<file path="config.mk">
export PLATFORM = sky130hd
export DESIGN_NAME = alu_seq
export DESIGN_NICKNAME = d
export VERILOG_FILES = /design/src/rtl/alu_seq_pkg.sv /design/src/rtl/seq_muldiv.sv /design/src/rtl/alu_seq.sv
export SDC_FILE = /design/constraint.sdc
export NUM_CORES = 1
export LEC_CHECK = 0
export ABC_AREA = 1
export CAP_MARGIN = 10
export CORE_MARGIN = 4
export CORE_UTILIZATION = 35
export DETAILED_ROUTE_END_ITERATION = 6
export SLEW_MARGIN = 15
export SYNTH_ARGS = -nofsm -noshare
export SYNTH_HDL_FRONTEND = slang
export SYNTH_SLANG_ARGS = --single-unit
export TNS_END_PERCENT = 100
</file>
<file path="constraint.sdc">
create_clock -name clk -period 6.15 [get_ports clk]
set_input_delay 1.5375 -clock clk [delete_from_list [all_inputs] [get_ports clk]]
set_output_delay 1.5375 -clock clk [all_outputs]
set_load 0.1 [all_outputs]
</file>
<file path="src/rtl/alu_seq_pkg.sv">
// Shared opcode, flag-index, engine-mode and FSM-state definitions for alu_seq and the control unit.
package alu_seq_pkg;

    localparam logic [3:0] OP_ADD  = 4'd0;
    localparam logic [3:0] OP_SUB  = 4'd1;
    localparam logic [3:0] OP_AND  = 4'd2;
    localparam logic [3:0] OP_OR   = 4'd3;
    localparam logic [3:0] OP_XOR  = 4'd4;
    localparam logic [3:0] OP_NOT  = 4'd5;
    localparam logic [3:0] OP_CMP  = 4'd6;
    localparam logic [3:0] OP_SHL  = 4'd7;
    localparam logic [3:0] OP_SHR  = 4'd8;
    localparam logic [3:0] OP_MUL  = 4'd9;
    localparam logic [3:0] OP_DIV  = 4'd10;
    localparam logic [3:0] OP_R11  = 4'd11;
    localparam logic [3:0] OP_R12  = 4'd12;
    localparam logic [3:0] OP_R13  = 4'd13;
    localparam logic [3:0] OP_R14  = 4'd14;
    localparam logic [3:0] OP_R15  = 4'd15;

    localparam int FLAG_EQ    = 0;
    localparam int FLAG_GRT   = 1;
    localparam int FLAG_CARRY = 2;
    localparam int FLAG_ZERO  = 3;
    localparam int FLAG_OVF   = 4;
    localparam int FLAG_DIVZ  = 5;

    localparam logic MD_MUL = 1'b0;
    localparam logic MD_DIV = 1'b1;

    typedef enum logic {
        ST_IDLE = 1'b0,
        ST_RUN  = 1'b1
    } state_t;

endpackage

</file>
<file path="src/rtl/seq_muldiv.sv">
// Iterative unsigned shift-add multiplier / restoring divider, one bit per step, WIDTH steps.
// lo_nxt/hi_nxt expose the post-step values so the caller can capture the result on the final step.
module seq_muldiv
    import alu_seq_pkg::*;
#(
    parameter int WIDTH = 8
) (
    input  logic             clk,
    input  logic             rst,
    input  logic             load,
    input  logic             mode,
    input  logic             step,
    input  logic [WIDTH-1:0] a,
    input  logic [WIDTH-1:0] b,
    output logic             last,
    output logic [WIDTH-1:0] lo_nxt,
    output logic [WIDTH-1:0] hi_nxt
);

    localparam int CNT_W = $clog2(WIDTH) + 1;

    logic [WIDTH-1:0] acc;
    logic [WIDTH-1:0] shreg;
    logic [WIDTH-1:0] opnd;
    logic [CNT_W-1:0] count;
    logic             mode_q;
    logic [WIDTH:0]   sum;
    logic [WIDTH:0]   part;
    logic [WIDTH:0]   diff;

    assign last = (count == CNT_W'(1));

    always_comb begin
        lo_nxt = shreg;
        hi_nxt = acc;
        sum    = '0;
        part   = '0;
        diff   = '0;
        if (mode_q == MD_DIV) begin
            // Remainder stays below the divisor, so a clear MSB of diff means part >= divisor.
            part = {acc, shreg[WIDTH-1]};
            diff = part - {1'b0, opnd};
            if (!diff[WIDTH]) begin
                hi_nxt = diff[WIDTH-1:0];
                lo_nxt = {shreg[WIDTH-2:0], 1'b1};
            end else begin
                hi_nxt = part[WIDTH-1:0];
                lo_nxt = {shreg[WIDTH-2:0], 1'b0};
            end
        end else begin
            sum    = {1'b0, acc} + (shreg[0] ? {1'b0, opnd} : '0);
            hi_nxt = sum[WIDTH:1];
            lo_nxt = {sum[0], shreg[WIDTH-1:1]};
        end
    end

    always_ff @(posedge clk or posedge rst) begin
        if (rst) begin
            acc    <= '0;
            shreg  <= '0;
            opnd   <= '0;
            count  <= '0;
            mode_q <= MD_MUL;
        end else if (load) begin
            acc    <= '0;
            shreg  <= a;
            opnd   <= b;
            count  <= CNT_W'(WIDTH);
            mode_q <= mode;
        end else if (step) begin
            acc    <= hi_nxt;
            shreg  <= lo_nxt;
            count  <= count - CNT_W'(1);
        end
    end

endmodule

</file>
<file path="src/rtl/alu_seq.sv">
// Multi-cycle ALU: single-cycle ops report done one cycle after start, MUL/DIV after WIDTH+1 cycles.
// start is ignored while busy; all outputs are registered and hold until the next done pulse.
module alu_seq
    import alu_seq_pkg::*;
#(
    parameter int WIDTH   = 8,
    parameter int FLAGS_W = 8
) (
    input  logic               clk,
    input  logic               rst,
    input  logic               start,
    input  logic [3:0]         op,
    input  logic [WIDTH-1:0]   a,
    input  logic [WIDTH-1:0]   b,
    input  logic [FLAGS_W-1:0] flags_in,
    output logic               busy,
    output logic               done,
    output logic [WIDTH-1:0]   c,
    output logic [WIDTH-1:0]   c_hi,
    output logic [FLAGS_W-1:0] flags_out
);

    localparam int SH_W = $clog2(WIDTH);

    state_t             state;
    state_t             state_nxt;
    logic               eng_load;
    logic               eng_step;
    logic               eng_last;
    logic [WIDTH-1:0]   eng_lo;
    logic [WIDTH-1:0]   eng_hi;
    logic               res_upd;
    logic               res_eng;
    logic               div_q;
    logic [FLAGS_W-1:0] flags_q;
    logic [FLAGS_W-1:0] eng_flags;

    logic [SH_W-1:0]    sh_amt;
    logic [WIDTH:0]     add_w;
    logic [WIDTH:0]     sub_w;
    logic [WIDTH:0]     shl_w;
    logic [WIDTH:0]     shr_w;
    logic [WIDTH-1:0]   sc_c;
    logic [WIDTH-1:0]   sc_hi;
    logic [FLAGS_W-1:0] sc_flags;

    seq_muldiv #(.WIDTH(WIDTH)) u_muldiv (
        .clk    (clk),
        .rst    (rst),
        .load   (eng_load),
        .mode   ((op == OP_DIV) ? MD_DIV : MD_MUL),
        .step   (eng_step),
        .a      (a),
        .b      (b),
        .last   (eng_last),
        .lo_nxt (eng_lo),
        .hi_nxt (eng_hi)
    );

    assign busy = (state == ST_RUN);

    always_comb begin
        sh_amt   = b[SH_W-1:0];
        add_w    = {1'b0, a} + {1'b0, b};
        sub_w    = {1'b0, a} - {1'b0, b};
        // Extra bit on the shifted-out side captures the last bit lost, zero for a shift of 0.
        shl_w    = {1'b0, a} << sh_amt;
        shr_w    = {a, 1'b0} >> sh_amt;
        sc_c     = a;
        sc_hi    = '0;
        sc_flags = flags_in;
        case (op)
            OP_ADD: begin
                sc_c                 = add_w[WIDTH-1:0];
                sc_flags[FLAG_CARRY] = add_w[WIDTH];
                sc_flags[FLAG_OVF]   = (a[WIDTH-1] == b[WIDTH-1]) && (add_w[WIDTH-1] != a[WIDTH-1]);
            end
            OP_SUB: begin
                sc_c                 = sub_w[WIDTH-1:0];
                sc_flags[FLAG_CARRY] = sub_w[WIDTH];
                sc_flags[FLAG_OVF]   = (a[WIDTH-1] != b[WIDTH-1]) && (sub_w[WIDTH-1] != a[WIDTH-1]);
            end
            OP_AND, OP_OR, OP_XOR, OP_NOT: begin
                sc_c                 = (op == OP_AND) ? (a & b) :
                                       (op == OP_OR)  ? (a | b) :
                                       (op == OP_XOR) ? (a ^ b) : ~a;
                sc_flags[FLAG_CARRY] = 1'b0;
                sc_flags[FLAG_OVF]   = 1'b0;
            end
            OP_CMP: begin
                sc_flags[FLAG_EQ]  = (a == b);
                sc_flags[FLAG_GRT] = (a > b);
            end
            OP_SHL: begin
                sc_c                 = shl_w[WIDTH-1:0];
                sc_flags[FLAG_CARRY] = shl_w[WIDTH];
            end
            OP_SHR: begin
                sc_c                 = shr_w[WIDTH:1];
                sc_flags[FLAG_CARRY] = shr_w[0];
            end
            OP_DIV: begin
                sc_c                = '1;
                sc_hi               = a;
                sc_flags[FLAG_DIVZ] = 1'b1;
                sc_flags[FLAG_ZERO] = 1'b0;
            end
            default: ;
        endcase
        if (op inside {OP_ADD, OP_SUB, OP_AND, OP_OR, OP_XOR, OP_NOT, OP_SHL, OP_SHR})
            sc_flags[FLAG_ZERO] = (sc_c == '0);
    end

    always_comb begin
        eng_flags = flags_q;
        if (div_q) begin
            eng_flags[FLAG_ZERO] = (eng_lo == '0);
            eng_flags[FLAG_DIVZ] = 1'b0;
        end else begin
            eng_flags[FLAG_ZERO] = ({eng_hi, eng_lo} == '0);
        end
    end

    always_comb begin
        state_nxt = state;
        eng_load  = 1'b0;
        eng_step  = 1'b0;
        res_upd   = 1'b0;
        res_eng   = 1'b0;
        case (state)
            ST_IDLE: begin
                if (start) begin
                    if (op == OP_MUL || (op == OP_DIV && b != '0)) begin
                        eng_load  = 1'b1;
                        state_nxt = ST_RUN;
                    end else begin
                        res_upd = 1'b1;
                    end
                end
            end
            ST_RUN: begin
                eng_step = 1'b1;
                if (eng_last) begin
                    res_upd   = 1'b1;
                    res_eng   = 1'b1;
                    state_nxt = ST_IDLE;
                end
            end
            default: state_nxt = ST_IDLE;
        endcase
    end

    always_ff @(posedge clk or posedge rst) begin
        if (rst) begin
            state <= ST_IDLE;
        end else begin
            state <= state_nxt;
        end
    end

    always_ff @(posedge clk or posedge rst) begin
        if (rst) begin
            done      <= 1'b0;
            c         <= '0;
            c_hi      <= '0;
            flags_out <= '0;
            flags_q   <= '0;
            div_q     <= 1'b0;
        end else begin
            done <= res_upd;
            if (res_upd) begin
                c         <= res_eng ? eng_lo    : sc_c;
                c_hi      <= res_eng ? eng_hi    : sc_hi;
                flags_out <= res_eng ? eng_flags : sc_flags;
            end
            if (eng_load) begin
                flags_q <= flags_in;
                div_q   <= (op == OP_DIV);
            end
        end
    end

endmodule

</file>
==> run summary, run 1 <==
The die covers 18700 um^2. The worst endpoint data arrival time was 4.57 ns; the fmax was 0.232 GHz. The number of antenna violations at the first check in global routing is 0. On the final layout, the worst hold slack is 0.473 ns. The tools report the count of filler cells inserted in the layout as 1693.

TritonCTS built the clock tree. The clock arrives with 0.00337 ns of skew. For the pin with the worst max-slew slack, the measured transition is 0.979 ns. The reported max-cap violation count was 0. Nature of the critical path startpoint: an input pin. The setup TNS after final layout is 0 ns. The most used flip-flop cell after synthesis is sky130_fd_sc_hd__dfrtp_1. Clock tree synthesis inserted a total of 9 buffers.

The clock passes through at most 2 buffers. The run gives 0 as the number of slew-limit violations in the final report. The die is 137 um tall.

The synthesized netlist occupies a cell area of 5800 um^2. The yosys synthesis warning count was 0. Worst slew slack as a fraction of its limit: 34.5%. The maximum resistive drop on vdd was 0.000316 V; the number of flops mapped to enable cells by yosys was 0.

The proportion of layout cells with a drive suffix above 1 is 5.50%, and the count of unresolved DRC violations after routing is 0. Setup violations remaining at the end of the flow were counted as 0. Clock-pin slew was measured on the worst setup and hold paths at 0.05 ns.

Setup slack on the worst reg-to-reg path comes out at 3.17 ns. The routed design has 20300 um of wire. The worst hold path begins at flags_q[5]. At the end of the flow, the number of nets in the layout was 1022. The multi-input combinational cells in the finished layout cover a total of 3660 um^2. Relative to the synthesized area, the layout overhead comes to 17.6%.

The run gives 0.979 as the final estimated routing congestion in global placement. The DRC violation total after the first TritonRoute iteration came out at 572. The mean routed wirelength per cell is 17.5 um. The combined flip-flop and latch cell area is 1550 um^2, and the number of placed I/O pins is 57.

A synthesized cell averages 6.48 um^2. After technology mapping, the gate count stands at 894. The logs give 6159 for the vias after detailed routing and 46 for the count of standard-cell rows. The instance count along the most critical hold path was 2; the data required time at the worst endpoint was 6.41 ns. The number of antenna diodes in the final layout is 0. First-pass GRT wire length: 31600 um.

For this run, asynchronously set or reset flops after synthesis account for 100%. For the clock sink count, the log shows 62. Hold repair after CTS inserted 0 buffers.

For hold timing, the worst endpoint is flags_q[5]. The count of buffers added by post-CTS timing repair for setup was 0. Classification of the worst-slack hold path: reg2reg. The startpoint identified for the worst register-to-register timing path is u_muldiv.shreg[7]. In this run the remaining antenna-violating nets after routing total 0. For this run, the register share of the synthesized area comes to 26.8%.

The number of cells upsized or downsized after cts was 0. The most common cell after layout, fill and taps aside is sky130_fd_sc_hd__nand2_1. The run gives 0 as the hold violation total from the final report. The top cell types in the final layout, fill and taps aside, are sky130_fd_sc_hd__nand2_1 (294), sky130_fd_sc_hd__inv_1 (108), sky130_fd_sc_hd__nand3_1 (99), sky130_fd_sc_hd__nor2_1 (62), sky130_fd_sc_hd__dfrtp_1 (62). The tools report the post-detailed-placement half-perimeter wirelength as 15800 um. STA classifies the critical path endpoint as a flip-flop.

The flow ran to the end, and the final reports show no timing, DRC or antenna violations. The die is 137 um wide. The critical path is of the in2reg type. Setup repair after global routing left no endpoint under its margin.

The depth of the CTS H-tree is 3, and the sum of overflow across all layers after global routing is 0. Of all nets on the critical path, the largest fanout is 21. The run gives 36.1% as the effective utilization at floorplan.

The first-pass iteration count of the detailed router was 7; the cell depth of the worst flop-to-flop path was 19. The number of global-route vias before repair is 5742. In this run the static leakage power is 3.49 nW. The detailed-route vias per instance is 5.30. The worst path in the final design needs a cycle of 4.31 ns, including I/O delays and setup. Synthesis produced a netlist with a net count of 973. The run gives 16100 um^2 as the core area.

Endpoint of the most critical register-to-register path: flags_out[3]. The global-route usage over all layers is 21.9%. Entering global routing, the biggest net connects 63 pins.

The number of register bits inferred by synthesis works out to 62. The CTS root buffer is sky130_fd_sc_hd__clkbuf_16. The final worst-path cycle share is 70.1%, and the number of port buffers is 56. The power density over the cells works out to 503 nW/um^2.

Counting distinct cell types in the post-synthesis netlist gives 44. The clock latency on the worst-skew pair came out at 0.33 ns.
[through the flow]
stage | total power [mW] | cell area [um^2] | setup WS [ns] | utilization, % | std cells
2_1_floorplan | 2.39 | 5800 | 2.70 | - | 894
3_3_place_gp | 2.96 | 6550 | 1.60 | 40.8 | 1148
3_5_place_dp | 2.97 | 6550 | 1.60 | 40.8 | 1148
4_1_cts | 3.43 | 6820 | 1.93 | 42.4 | 1162
5_1_grt | 3.67 | 6820 | 1.57 | 42.4 | 1162
6_report | 3.43 | 6820 | 1.84 | 42.4 | 1162
[worst max-delay path: stages]
cell and delay (ns):
sky130_fd_sc_hd__clkdlybuf4s50_1 0.39, sky130_fd_sc_hd__buf_4 0.21, sky130_fd_sc_hd__inv_1 0.55, sky130_fd_sc_hd__ha_1 0.39, sky130_fd_sc_hd__inv_1 0.11, sky130_fd_sc_hd__nand3_1 0.10
sky130_fd_sc_hd__nand2_1 0.12, sky130_fd_sc_hd__nand3b_1 0.10, sky130_fd_sc_hd__nand2_1 0.14, sky130_fd_sc_hd__nand2_1 0.07, sky130_fd_sc_hd__nand3_1 0.08, sky130_fd_sc_hd__nand2_1 0.07
sky130_fd_sc_hd__nor3_1 0.28, sky130_fd_sc_hd__nand3_1 0.13, sky130_fd_sc_hd__nand2_1 0.07, sky130_fd_sc_hd__nand2_1 0.06, sky130_fd_sc_hd__a21oi_2 0.14
[layer usage]
layer  vias to the layer above  track usage [%]  share of wire, %
met3                        42             2.28               6.6
met2                       260             34.7                46
li1                       3038                -                 -
met1                      2819             29.9                43
met5                         -                0                 0
met4                         0             10.1               3.6
[cells by family after synthesis]
group / after synthesis / synth area share (%)
simple gates: 496 / 36.8
buf+inv: 146 / 10.1
compound gates: 137 / 14.7
flops: 62 / 26.8
fa+ha+maj: 48 / 10.9
xor+xnor: 4 / 0.604
mux: 1 / 0.173
[synthesized netlist by cell type, types with 4 or more instances]
cell type                    n  area, um^2
sky130_fd_sc_hd__nand2_1   294        1100
sky130_fd_sc_hd__inv_1     109         409
sky130_fd_sc_hd__nand3_1    99         495
sky130_fd_sc_hd__dfrtp_1    62        1550
sky130_fd_sc_hd__nor2_1     62         233
sky130_fd_sc_hd__o21ai_0    45         225
sky130_fd_sc_hd__ha_1       44         551
sky130_fd_sc_hd__a21oi_1    33         165
sky130_fd_sc_hd__o221ai_1   20         175
sky130_fd_sc_hd__buf_2      15        75.1
sky130_fd_sc_hd__nand4_1    13        81.3
sky130_fd_sc_hd__o211ai_1   10        75.1
sky130_fd_sc_hd__inv_2       9        33.8
sky130_fd_sc_hd__clkbuf_1    7        26.3
sky130_fd_sc_hd__nor3_1      7        35.0
sky130_fd_sc_hd__o22ai_1     6        37.5
sky130_fd_sc_hd__nand2_2     5        31.3
sky130_fd_sc_hd__fa_1        4        80.1
sky130_fd_sc_hd__nand3b_1    4        30.0
sky130_fd_sc_hd__o21ai_1     4        20.0
sky130_fd_sc_hd__o21bai_1    4        30.0
[power by group]
group / switching (mW) / total, mW / internal, mW / leakage [nW]
combinational: 1.56 / 2.19 / 0.627 / 2.60
sequential: 0.179 / 0.787 / 0.608 / 0.766
clock: 0.180 / 0.457 / 0.277 / 0.126
total: 1.92 / 3.43 / 1.51 / 3.49
[registers in the layout (all words and copies together) (netlist names)]
name            count
busy                1
c                   8
c_hi                8
div_q               1
done                1
flags_out           8
flags_q             7
u_muldiv.acc        8
u_muldiv.count      4
u_muldiv.opnd       8
u_muldiv.shreg      8
[how the worst max path moves through the flow]
stage,slack (ns),startpoint,depth (start not counted),end
final,1.84,b[1],17,flags_out[3]
after global routing,1.57,b[1],17,flags_out[3]
after CTS,1.93,b[1],17,flags_out[3]
after detailed placement,1.60,b[1],17,flags_out[3]
after global placement,1.60,b[1],18,flags_out[3]
after floorplan,2.70,b[2],17,flags_out[3]
[final cells by class]
type / count / area share, %
multi-input combinational: 686 / 53.7
sequential: 62 / 22.8
timing repair buffer: 64 / 9.10
inverter: 120 / 6.61
tap: 216 / 3.96
clock buffer: 10 / 3.51
clock inverter: 4 / 0.367
Note: power is estimated with default switching activity, not from simulation.
==> inputs of run 2 (changes only) <==
==> constraint.sdc (replaced) <==
create_clock -name clk -period 3.45 [get_ports clk]
set_input_delay 0.8625 -clock clk [delete_from_list [all_inputs] [get_ports clk]]
set_output_delay 0.8625 -clock clk [all_outputs]
set_load 0.1 [all_outputs]
==> run summary, run 2 (synthesis results as in run 1) <==
Before antenna repair, the detailed router went through 5 iterations. For the global-route usage over all layers, the log shows 22.7%. Number of port buffers: 56. Once detail routing completed, the nets flagged for antenna violations numbered 0. The number of slew-limit violations in the final report was 0; the mean routed wirelength per cell was 17.2 um.

STA classifies the critical path startpoint as an input pin. The power density over the cells works out to 870 nW/um^2. The number of placed I/O pins was 57.

Final count of negative-setup-slack endpoints: 0. The logs give 6.18 mW for the total power after layout and 1066 for the number of nets in the finished design. The vias after detailed routing was 6332; the count of buffers added by post-CTS timing repair for setup was 0. The tools report the hold violation total from the final report as 0. Pin slew with the least headroom to its limit: 0.872 ns. At the worst endpoint, the required time is 3.71 ns. The tools report the core area as 16100 um^2.

At the worst endpoint, the arrival time is 3.26 ns. The run gives 0 as the sum of overflow across all layers after global routing. The proportion of layout cells with a drive suffix above 1 came out at 12.3%.

Clock-pin transition on the worst setup and hold timing paths: 0.05 ns. The layout overhead on the synthesized area works out to 22.6%. STA classifies the critical path endpoint as a flip-flop. The worst hold path belongs to the class reg2reg. The number of global-route vias before repair was 6251; the count of filler cells inserted in the layout was 1705. For the detailed-route wire length, the log shows 20700 um. After detailed routing, the number of remaining DRC violations is 0. Leaving out fill and tap cells, the most frequent cell in the layout is sky130_fd_sc_hd__nand2_1. Summing all non-filler instances in the final layout gives an area of 7110 um^2.

The floorplan step set the die width to 137 um. The top cell types in the final layout, fill and taps aside, are sky130_fd_sc_hd__nand2_1 (294), sky130_fd_sc_hd__inv_1 (108), sky130_fd_sc_hd__nand3_1 (99), sky130_fd_sc_hd__buf_4 (77). Hold repair after CTS inserted 0 buffers.

Once the floorplan was initialized, standard cells occupied 36.1% of the core. The run finished with clean final reports. The worst slew slack as a fraction of its limit was 41.8%; the clock sink count was 62.

The minimum period implied by the final worst setup slack came out at 3.00 ns. For the reported max-cap violation count, the log shows 0. The setup check on the worst reg-to-reg path leaves a slack of 0.49 ns. CTS root buffer: sky130_fd_sc_hd__clkbuf_16.

The detailed-route vias per instance was 5.25; the clock buffer count from CTS was 9. The run gives 6830 um^2 as the post-placement cell area. Entering global routing, the biggest net connects 34 pins. At the end of routability-driven placement, the weighted congestion stood at 0.944. After the first detailed-routing iteration, the DRC count stood at 565. IR analysis of the VDD net gives a maximum drop of 0.000671 V. The clock passes through at most 2 buffers.

Static timing analysis puts the maximum clock frequency at 0.333 GHz. The run gives 0.33 ns as the clock latency on the worst-skew pair. The number of antenna violations at the first check in global routing was 0; the post-layout utilization of the core was 44.3%. The run gives 18700 um^2 as the die area. The number of cells upsized or downsized after cts came out at 0. Hold is met by 0.470 ns. The floorplan step set the die height to 137 um. The worst setup path is of the in2reg kind. Summed over all failing endpoints, the final setup total negative slack is 0 ns. Setup repair after global routing left no endpoint under its margin. The first global-routing pass estimated 32900 um of wire. Depth of the CTS H-tree: 3.

The post-detailed-placement half-perimeter wirelength was 16700 um; the final worst-path cycle share was 87.0%. The run gives 0.00752 ns as the final worst clock skew. The antenna diode count was 0. The analysis attributes to cell leakage a power of 3.75 nW.

After floorplanning, the core was divided into 46 placement rows. TritonCTS built the clock tree. Of all nets on the critical path, the largest fanout is 5.
==> run 2: final cells by class <==
cell class	count	area (um^2)	area share [%]
multi-input cells	686	3660	51.5
flip-flops and latches	62	1550	21.8
repair buffers	108	898	12.6
inverters	120	450	6.34
well taps	216	270	3.80
clock buffers	12	256	3.61
clock inverters	3	20.0	0.282
==> run 2: through the flow <==
| stage | cells | setup slack, ns |
|---|---|---|
| CTS | 1207 | 0.484 |
| floorplan | 894 | 0.679 |
| detailed placement | 1192 | 0.153 |
| global route | 1207 | 0.137 |
| finish | 1207 | 0.450 |
| global placement | 1192 | 0.121 |
==> run 2: report_power, final <==
part	leakage (nW)	internal (mW)	switching, mW
registers	0.766	1.08	0.336
clock network	0.131	0.520	0.315
logic	2.85	1.13	2.80
total	3.75	2.73	3.45
==> run 2: worst paths after layout <==
path / start / endpoint / cells after the start
worst max-delay path: a[2] / flags_out[3] / 17
worst min-delay path: flags_q[0] / flags_q[0] / 2
worst max register to register: u_muldiv.shreg[7] / flags_out[3] / 19
worst min register to register: flags_q[0] / flags_q[0] / 2
max in group asynchronous: rst / u_muldiv.opnd[5] / 3
min in group asynchronous: rst / u_muldiv.count[2] / 2
==> run 2: metal layers <==
layer	GRT usage (%)	part of all wire [%]	vias up	wire length [um]
met2	37.9	47	222	9810
met1	29.5	44	2918	9030
met4	10.1	3.7	0	767
met3	2.54	5.4	56	1120
li1	-	-	3136	-
met5	0	0	-	0
==> run 2: critical path, stage by stage <==
cell	delay, ns
sky130_fd_sc_hd__clkdlybuf4s50_1	0.47
sky130_fd_sc_hd__inv_1	0.07
sky130_fd_sc_hd__ha_1	0.39
sky130_fd_sc_hd__inv_1	0.12
sky130_fd_sc_hd__a21oi_1	0.18
sky130_fd_sc_hd__nand2_1	0.12
sky130_fd_sc_hd__nand2_1	0.11
sky130_fd_sc_hd__nand3_1	0.07
sky130_fd_sc_hd__nand3_1	0.09
sky130_fd_sc_hd__nand2_1	0.11
sky130_fd_sc_hd__nor2_1	0.15
sky130_fd_sc_hd__nand2_1	0.09
sky130_fd_sc_hd__nor2_1	0.10
sky130_fd_sc_hd__nand3_1	0.08
sky130_fd_sc_hd__nand2_1	0.07
sky130_fd_sc_hd__nand2_1	0.05
sky130_fd_sc_hd__a21oi_2	0.11
==> inputs of run 3 (changes only) <==
--- a/config.mk
+++ b/config.mk
@@ -6,7 +6,7 @@
 export NUM_CORES = 1
 export LEC_CHECK = 0
 export ABC_AREA = 1
-export CAP_MARGIN = 10
+export CAP_MARGIN = 25
 export CORE_MARGIN = 4
 export CORE_UTILIZATION = 35
 export DETAILED_ROUTE_END_ITERATION = 6
==> results of run 3 <==
Final layout, timing and power as in run 2 (identical DEF).
